===== src/rtl/spike_event_recorder.sv =====
// Synchronous FIFO with occupancy count; one push and one pop per cycle.
// Latency: a pushed entry is visible at pop_dat one cycle later (first-word-fall-through).
// Backpressure: push_rdy drops at full even if a pop happens in the same cycle.
module event_fifo #(
    parameter int WIDTH = 8,
    parameter int DEPTH = 8
) (
    input  logic                       clk,
    input  logic                       reset,
    input  logic                       push_vld,
    input  logic [WIDTH-1:0]           push_dat,
    output logic                       push_rdy,
    output logic                       pop_vld,
    input  logic                       pop_rdy,
    output logic [WIDTH-1:0]           pop_dat,
    output logic [$clog2(DEPTH):0]     level
);
    localparam int PTR_W = $clog2(DEPTH);
    localparam int LVL_W = PTR_W + 1;

    logic [WIDTH-1:0] mem [DEPTH];
    logic [PTR_W-1:0] wr_ptr;
    logic [PTR_W-1:0] rd_ptr;
    logic             push;
    logic             pop;

    assign push_rdy = (level != LVL_W'(DEPTH));
    assign pop_vld  = (level != '0);
    assign push     = push_vld & push_rdy;
    assign pop      = pop_vld & pop_rdy;
    // Head is forced to zero when empty so outputs are clean during and after reset.
    assign pop_dat  = pop_vld ? mem[rd_ptr] : '0;

    always_ff @(posedge clk or negedge reset) begin
        if (!reset) begin
            wr_ptr <= '0;
            rd_ptr <= '0;
            level  <= '0;
        end else begin
            if (push) wr_ptr <= wr_ptr + PTR_W'(1);
            if (pop)  rd_ptr <= rd_ptr + PTR_W'(1);
            level <= level + LVL_W'(push) - LVL_W'(pop);
        end
    end

    always_ff @(posedge clk) begin
        if (push) mem[wr_ptr] <= push_dat;
    end
endmodule

// Timestamps per-column spikes and queues {time, column} events in a FIFO.
// Latency: spike captured at edge t appears at out_valid after edge t+1.
// Backpressure: full FIFO stalls pending columns; a repeat spike on a stalled column is dropped and counted.
module spike_event_recorder #(
    parameter int NUM_COLS   = 2,
    parameter int TIME_WIDTH = 16,
    parameter int FIFO_DEPTH = 8,
    parameter int ADDR_WIDTH = 1
) (
    input  logic                          clk,
    input  logic                          reset,
    input  logic                          enable,
    input  logic                          time_clear,
    input  logic [NUM_COLS-1:0]           spike_in,
    output logic                          out_valid,
    input  logic                          out_ready,
    output logic [TIME_WIDTH-1:0]         out_time,
    output logic [ADDR_WIDTH-1:0]         out_addr,
    output logic [7:0]                    dropped_count,
    output logic [$clog2(FIFO_DEPTH):0]   fifo_level
);
    localparam int CNT_W = 9 + $clog2(NUM_COLS + 1);

    typedef struct packed {
        logic [TIME_WIDTH-1:0] stamp;
        logic [ADDR_WIDTH-1:0] addr;
    } event_t;

    logic [TIME_WIDTH-1:0] time_cnt;
    logic [NUM_COLS-1:0]   pending;
    logic [TIME_WIDTH-1:0] stamp [NUM_COLS];

    logic                  grant_vld;
    logic [NUM_COLS-1:0]   grant_oh;
    event_t                push_evt;
    event_t                head_evt;
    logic                  push_rdy;
    logic                  push_fire;
    logic [NUM_COLS-1:0]   drain;
    logic [NUM_COLS-1:0]   spike_en;
    logic [NUM_COLS-1:0]   capture;
    logic [NUM_COLS-1:0]   drop;
    logic [CNT_W-1:0]      drop_total;
    logic [7:0]            dropped_next;

    always_ff @(posedge clk or negedge reset) begin
        if (!reset) begin
            time_cnt <= '0;
        end else if (time_clear) begin
            time_cnt <= '0;
        end else if (enable) begin
            time_cnt <= time_cnt + TIME_WIDTH'(1);
        end
    end

    // Descending scan so the lowest-index pending column wins.
    always_comb begin
        grant_vld      = 1'b0;
        grant_oh       = '0;
        push_evt.stamp = '0;
        push_evt.addr  = '0;
        for (int c = NUM_COLS - 1; c >= 0; c--) begin
            if (pending[c]) begin
                grant_vld      = 1'b1;
                grant_oh       = '0;
                grant_oh[c]    = 1'b1;
                push_evt.stamp = stamp[c];
                push_evt.addr  = ADDR_WIDTH'(c);
            end
        end
    end

    assign push_fire = grant_vld & push_rdy;
    assign drain     = push_fire ? grant_oh : '0;
    assign spike_en  = enable ? spike_in : '0;
    // A column drained this cycle can accept a fresh spike without loss.
    assign capture   = spike_en & (~pending | drain);
    assign drop      = spike_en & pending & ~drain;

    always_comb begin
        drop_total = CNT_W'(dropped_count);
        for (int c = 0; c < NUM_COLS; c++) begin
            drop_total = drop_total + CNT_W'(drop[c]);
        end
        dropped_next = (drop_total > CNT_W'(255)) ? 8'd255 : drop_total[7:0];
    end

    always_ff @(posedge clk or negedge reset) begin
        if (!reset) begin
            pending       <= '0;
            dropped_count <= '0;
            for (int c = 0; c < NUM_COLS; c++) stamp[c] <= '0;
        end else begin
            pending       <= capture | (pending & ~drain);
            dropped_count <= dropped_next;
            for (int c = 0; c < NUM_COLS; c++) begin
                if (capture[c]) stamp[c] <= time_cnt;
            end
        end
    end

    event_fifo #(
        .WIDTH ($bits(event_t)),
        .DEPTH (FIFO_DEPTH)
    ) u_fifo (
        .clk      (clk),
        .reset    (reset),
        .push_vld (grant_vld),
        .push_dat (push_evt),
        .push_rdy (push_rdy),
        .pop_vld  (out_valid),
        .pop_rdy  (out_ready),
        .pop_dat  (head_evt),
        .level    (fifo_level)
    );

    assign out_time = head_evt.stamp;
    assign out_addr = head_evt.addr;
endmodule


===== config.mk =====
export PLATFORM = sky130hd
export DESIGN_NAME = spike_event_recorder
export DESIGN_NICKNAME = d
export VERILOG_FILES = /design/src/rtl/spike_event_recorder.sv
export SDC_FILE = /design/constraint.sdc
export NUM_CORES = 1
export LEC_CHECK = 0
export CORE_ASPECT_RATIO = 1.25
export CORE_UTILIZATION = 50
export DETAILED_ROUTE_END_ITERATION = 12
export HOLD_SLACK_MARGIN = 0.06
export PLACE_DENSITY = 0.67
export SLEW_MARGIN = 15
export SYNTH_ARGS = -nofsm -noshare
export SYNTH_HDL_FRONTEND = slang
export SYNTH_SLANG_ARGS = --single-unit

===== constraint.sdc =====
create_clock -name clk -period 3.9 [get_ports clk]
set_input_delay 0.39 -clock clk [delete_from_list [all_inputs] [get_ports clk]]
set_output_delay 0.39 -clock clk [all_outputs]
set_load 0.1 [all_outputs]

==> run_results.csv, run 1 <==
group,metric,value,unit
setup_path,max_stage_delay,1120,ps
layout,fin_cells,784,
setup_path,crit_arrival,2670,ps
setup_path,cp-start-kind,"flip-flop",
clock_network,cts.clk_slew.worst_paths,60,ps
yosys,syn_nets,519,
drt,vias_per_cell,5.58,
clock_network,cts_tree,"built",
sta,setup_viol,0,
layout,area_growth,15.7,%
sta,setup_tns,0,ps
drt,wl_per_cell,19.9,um
drt,drtIter0Drc,332,
power,ir_worst_vdd,0.485,mV
power,p_per_area,802,nW/um^2
yosys,synth_compound_gate_area_share,2.91,%
sta,fin_crit,3060,ps
drt,drtAntennaViolNets,0,
hold_path,hold_path.class,"in2async",
yosys,synth-simple-area-share,6.41,%
yosys,synth_top_family_by_area,"multiplexers",
sta,fin_crit_sh,78.5,%
yosys,yosysMostFrequentCell,"edfxtp_1",
place,dp.final_hpwl,10.0,mm
global_routing,track_usage,19.3,%
sta,slew_headroom,33.0,%
yosys,syn_avg_cell_area,16.8,sq um
layout,layout-drive-gt1-share,27.1,%
yosys,synth_area,8420,sq um
clock_network,clk_latency,490,ps
place,gp_congestion,0.715,
floorplanning,coreArea,16300,sq um
global_routing,grt_pass1_wl,25.7,mm
yosys,synthesis.instances,500,
floorplanning,pin_count,37,
yosys,synth-seq-cells,204,
yosys,synth_xor_area_share,1.87,%
clock_network,cts_resized,0,
yosys,netlist_top_cells_count,"edfxtp_1 (136), dfrtp_1 (68), nor2_1 (41), mux2_2 (34), mux4_2 (34)",
sta,drv_slew,0,
sta,fin_skew,8.13,ps
setup_path,cp.required,3510,ps
yosys,synth_fa_ha_area_share,1.96,%
layout,final_area,9730,sq um
drt,route.detailed.drc,0,
setup_path,cpMaxStageDelayCell,"clkdlybuf4s50_1",
floorplanning,start_util,51.5,%
yosys,synth_top_area_share,48.5,%
sta,rsz0062_at_grt,"false",
drt,firstDrtPassIters,4,
yosys,ys_warn_count,0,
yosys,synth_top_cell_by_area,"edfxtp_1",
yosys,synthFlopType,"edfxtp_1",
clock_network,cts-hold-fix-buffers,0,
global_routing,grt_max_degree,39,
clock_network,cts_inserted_buffers,21,
yosys,synth_edf_count,136,
global_routing,grt_pass1_vias,4539,
global_routing,grt_antenna_before_repair,0,
place,place_area,9070,sq um
clock_network,clkSinkCount,204,
yosys,yosysSeqAreaShare,68.7,%
floorplanning,rows,52,
yosys,async_flop_share,33.3,%
place,port-buffer-count,36,
power,p_leak,3.84,nW
setup_path,crit_type,"reg2out",
global_routing,grt_overflow_total,0,
job,cap_violations,0,
setup_path,end_kind,"primary output",
yosys,synth_mux_area_share,16.0,%
clock_network,cts.htree.levels,1,
sta,hold_violations,0,
place,post-place-cells,747,
clock_network,cts-root-buf,"clkbuf_16",
setup_path,path_cells,"inv_1 > ha_1 > and2_1 > buf_4 > inv_2 > clkdlybuf4s50_1",
sta,tightest_slew,1000,ps
layout,fin_nets,573,
sta,hold_ws,20.0,ps
floorplanning,die_area,17400,sq um
sta,max_freq,327,MHz
status,status,"finished, final reports clean",
floorplanning,die_w,118,um
clock_network,post_cts_buffers,0,
floorplanning,dieHeight,147,um
drt,drt_wl_total,15.6,mm
layout,antennaDiodeCount,0,
yosys,yosysUniqueCellTypes,44,
clock_network,cts_buffer_depth,3,
yosys,synthTopCellsByArea,"edfxtp_1 (49%), dfrtp_1 (20%), mux4_2 (9.1%), mux2_2 (4.5%), mux2i_1 (2.1%)",
drt,vias,4375,
setup_path,crit_fanout,18,
cell type report:
cell class | count | area, sq um
clock inverters | 8 | 66.3
clock buffers | 29 | 596
well taps | 216 | 270
multi-input cells | 255 | 2490
repair buffers | 54 | 460
flip-flops and latches | 204 | 5790
inverters | 18 | 67.6
fillers | 1233 | 6600
worst paths after layout:
| path | to | depth (start not counted) | startpoint | slack, ps |
|---|---|---|---|---|
| setup reg to reg | dropped_count[6] | 12 | u_fifo.level[2] | 1100 |
| setup / recovery | out_valid | 6 | u_fifo.level[2] | 840 |
| hold / removal | stamp[8] | 1 | reset | 20 |
| max in group asynchronous | stamp[16] | 2 | reset | 2920 |
| min in group clk | stamp[14] | 1 | stamp[14] | 510 |
| hold reg to reg | stamp[14] | 1 | stamp[14] | 510 |
layout by cell type, fill, tap and decap left out, types with 3 or more instances in the layout:
cell type          n
nand4_1            8
clkbuf_1           4
clkinv_2           3
dfrtp_1           67
clkbuf_8           4
edfxtp_1         136
a21oi_1            6
nor3_1             6
o21ai_0            3
nand2_1           19
clkbuf_16         21
nand2b_1           3
xor2_1             4
nor2_1            41
mux2i_1           18
a22o_1            16
nor3_2             4
mux4_2            34
nand3_1            6
xnor2_1           14
mux2_2            34
clkdlybuf4s50_1   18
ha_1              10
and3_1             3
inv_1             17
nor2b_1            3
buf_4             34
stage by stage:
stage          utilization, %  worst slack [ps]  power, W
2_1_floorplan               -              84.7   0.00526
3_3_place_gp             55.5              1130   0.00593
3_5_place_dp             55.5              1100   0.00598
4_1_cts                  59.6               809   0.00790
5_1_grt                  59.6               718   0.00814
6_report                 59.6               838   0.00780
worst max-delay path, delay by kind of cell (launching register included):
| family | cells | cell delay, ps |
|---|---|---|
| buf+inv | 4 | 1500 |
| flops | 1 | 340 |
| fa+ha+maj | 1 | 190 |
| simple gates | 1 | 140 |
per-layer routing:
layer | wire length [um] | part of all wire [%] | global-route usage (%) | vias to the layer above
li1 | - | - | - | 2011
met1 | 6770 | 43 | 25.4 | 2265
met2 | 8060 | 52 | 33.6 | 74
met3 | 493 | 3.2 | 2.52 | 25
met4 | 304 | 1.9 | 5.51 | 0
met5 | 0 | 0 | 0 | -
where the power goes:
group	switching (W)	internal, W	total, W
clock network	0.000773	0.00113	0.00190
logic	0.00215	0.000903	0.00306
registers	0.000243	0.00260	0.00284
sequential cells by signal (all words and copies together), names as in the netlist:
signal,flops
u_fifo.mem,136
u_fifo.wr_ptr,3
stamp,32
u_fifo.rd_ptr,3
pending,2
dropped_count,8
time_cnt,16
u_fifo.level,4
cells by family after synthesis:
kind of cell,Yosys count
compound gates,32
buf+inv,41
xor+xnor,18
simple gates,106
flops,204
mux,87
fa+ha+maj,12
(Power assumes the default switching activity.)
==> run 2, diff against run 1 <==
Clock period 3.9 ns to 3.2 ns, I/O delays scaled along.
==> run_results.csv, run 2 (synthesis results as in run 1) <==
group,metric,value,unit
power,ir_worst_vdd,0.585,mV
clock_network,cts_inserted_buffers,20,
drt,wl_per_cell,19.2,um
floorplanning,pin_count,37,
sta,setup_viol,0,
layout,fin_cells,790,
floorplanning,die_area,17400,sq um
sta,fin_crit_sh,89.7,%
place,dp.final_hpwl,9.86,mm
layout,layout_commonest_cell,"edfxtp_1",
layout,final_util,61.3,%
drt,firstDrtPassIters,4,
setup_path,r2r_slack,330,ps
setup_path,startpoint,"u_fifo.level[2]",
setup_path,cp.required,3560,ps
setup_path,max_stage_delay,410,ps
floorplanning,rows,52,
sta,drv_slew,0,
setup_path,crit_path_end,"dropped_count[6]",
sta,fin_skew,10.9,ps
layout,regArea,5790,sq um
global_routing,grt_pass1_vias,4708,
global_routing,grt_pass1_wl,25.1,mm
sta,slew_headroom,34.4,%
setup_path,reg2reg_to,"dropped_count[6]",
drt,drt_wl_total,15.2,mm
layout,layout_common_cells,"edfxtp_1 (136), dfrtp_1 (65), mux4_2 (34), mux2_2 (34), nor2_1 (28)",
drt,route.detailed.drc,0,
global_routing,grt_max_degree,54,
place,place_ws,355,ps
floorplanning,start_util,51.5,%
layout,multi_input_area,2520,sq um
place,port-buffer-count,36,
power,p_leak,3.95,nW
sta,fin_crit,2870,ps
clock_network,cts.htree.levels,1,
layout,fillers,1187,
clock_network,clk_latency,480,ps
setup_path,end_kind,"flip-flop",
setup_path,worstRegToRegCells,12,
setup_path,crit_type,"reg2reg",
layout,area_growth,19.0,%
place,post-place-cells,753,
drt,drtAntennaViolNets,0,
setup_path,crit_family,"simple AND/OR/NAND/NOR gates",
global_routing,grt_antenna_before_repair,0,
clock_network,cts-root-buf,"clkbuf_16",
layout,final_area,10000,sq um
clock_network,cts_buffer_depth,3,
floorplanning,coreArea,16300,sq um
sta,hold_violations,0,
global_routing,grt_overflow_total,0,
layout,layout-drive-gt1-share,30.3,%
setup_path,r2r-start,"u_fifo.level[2]",
setup_path,crit_fanout,5,
clock_network,cts_tree,"built",
hold_path,hold_path.class,"in2async",
sta,max_freq,348,MHz
layout,antennaDiodeCount,0,
floorplanning,dieHeight,147,um
place,place_area,9370,sq um
layout,top_regs,"u_fifo.mem (136), stamp (32), time_cnt (16)",
drt,vias,4406,
drt,drtIter0Drc,343,
global_routing,track_usage,18.5,%
power,p_per_area,1010,nW/um^2
floorplanning,die_w,118,um
setup_path,crit_arrival,3230,ps
drt,vias_per_cell,5.58,
setup_path,cpMaxStageDelayCell,"fa_1",
layout,regMostFlops,"u_fifo.mem",
status,status,"finished, final reports clean",
sta,tightest_slew,981,ps
layout,fin_nets,579,
setup_path,cp_num_cells,12,
clock_network,cts.clk_slew.worst_paths,60,ps
place,gp_congestion,0.783,
clock_network,clkSinkCount,204,
job,cap_violations,0,
setup_path,cp_num_buf_inv,2,
clock_network,post_cts_buffers,0,
layout,largest_reg_flops,136,
sta,worst_slack,329,ps
sta,rsz0062_at_grt,"false",
setup_path,path_cells,"inv_1 > ha_1 > nor3b_2 > o21ai_2 > or2_2 > fa_1 > inv_1 > ha_1 > and3_1 > nand3_1 > nor3_1 > a21oi_1",
setup_path,cp-start-kind,"flip-flop",
[run 2: changes by cell type in the layout (fill, tap and decap cells not counted), sizes merged]
cell	previous run	this run
buf	36	44
bufinv	1	2
inv	19	18
clkinvlp	1	0
dlygate4sd3	0	1
clkdlybuf4s50	18	16
clkbuf	29	26
clkinv	5	8
[run 2: area by class of cell]
class	instances	area share (%)
clock inverters	10	0.962
repair buffers	61	7.24
flip-flops and latches	204	57.8
well taps	216	2.70
inverters	18	0.674
clock buffers	26	5.43
multi-input cells	255	25.2
[run 2: how the worst min path moves through the flow]
stage                   from                to  slack, ps
floorplan              reset  dropped_count[0]         20
global placement    stamp[3]          stamp[3]        490
detailed placement  stamp[0]          stamp[0]        500
CTS                    reset         stamp[10]        110
global route           reset         stamp[10]        460
finish                 reset         stamp[10]        400
[run 2: report_power, final]
group          switching (W)  total, W  internal, W
clock network       0.000914   0.00227      0.00136
registers           0.000248   0.00342      0.00317
logic                0.00282   0.00441      0.00159
total                0.00398    0.0101      0.00612
[run 2: through the flow]
step | hold WS (ps) | TNS (ps) | total power [W]
global route | 458 | 0 | 0.0105
floorplan | 24.4 | -7290 | 0.00646
CTS | 110 | 0 | 0.0102
global placement | 489 | 0 | 0.00786
detailed placement | 497 | 0 | 0.00793
finish | 398 | 0 | 0.0101
[run 2: repair_timing]
action | 4_1_cts | 5_1_grt
hold buffers | 0 | 1
gates resized for setup | 0 | 0
endpoints found under the setup margin | 0 | 0
endpoints found under the hold margin | 0 | 51
[run 2: routing by layer]
metal,global-route usage (%),vias to the layer above,routed length [um]
li1,-,2014,-
met1,24.0,2299,6470
met2,33.3,75,7970
met3,2.33,18,549
met4,4.23,0,203
met5,0,-,0
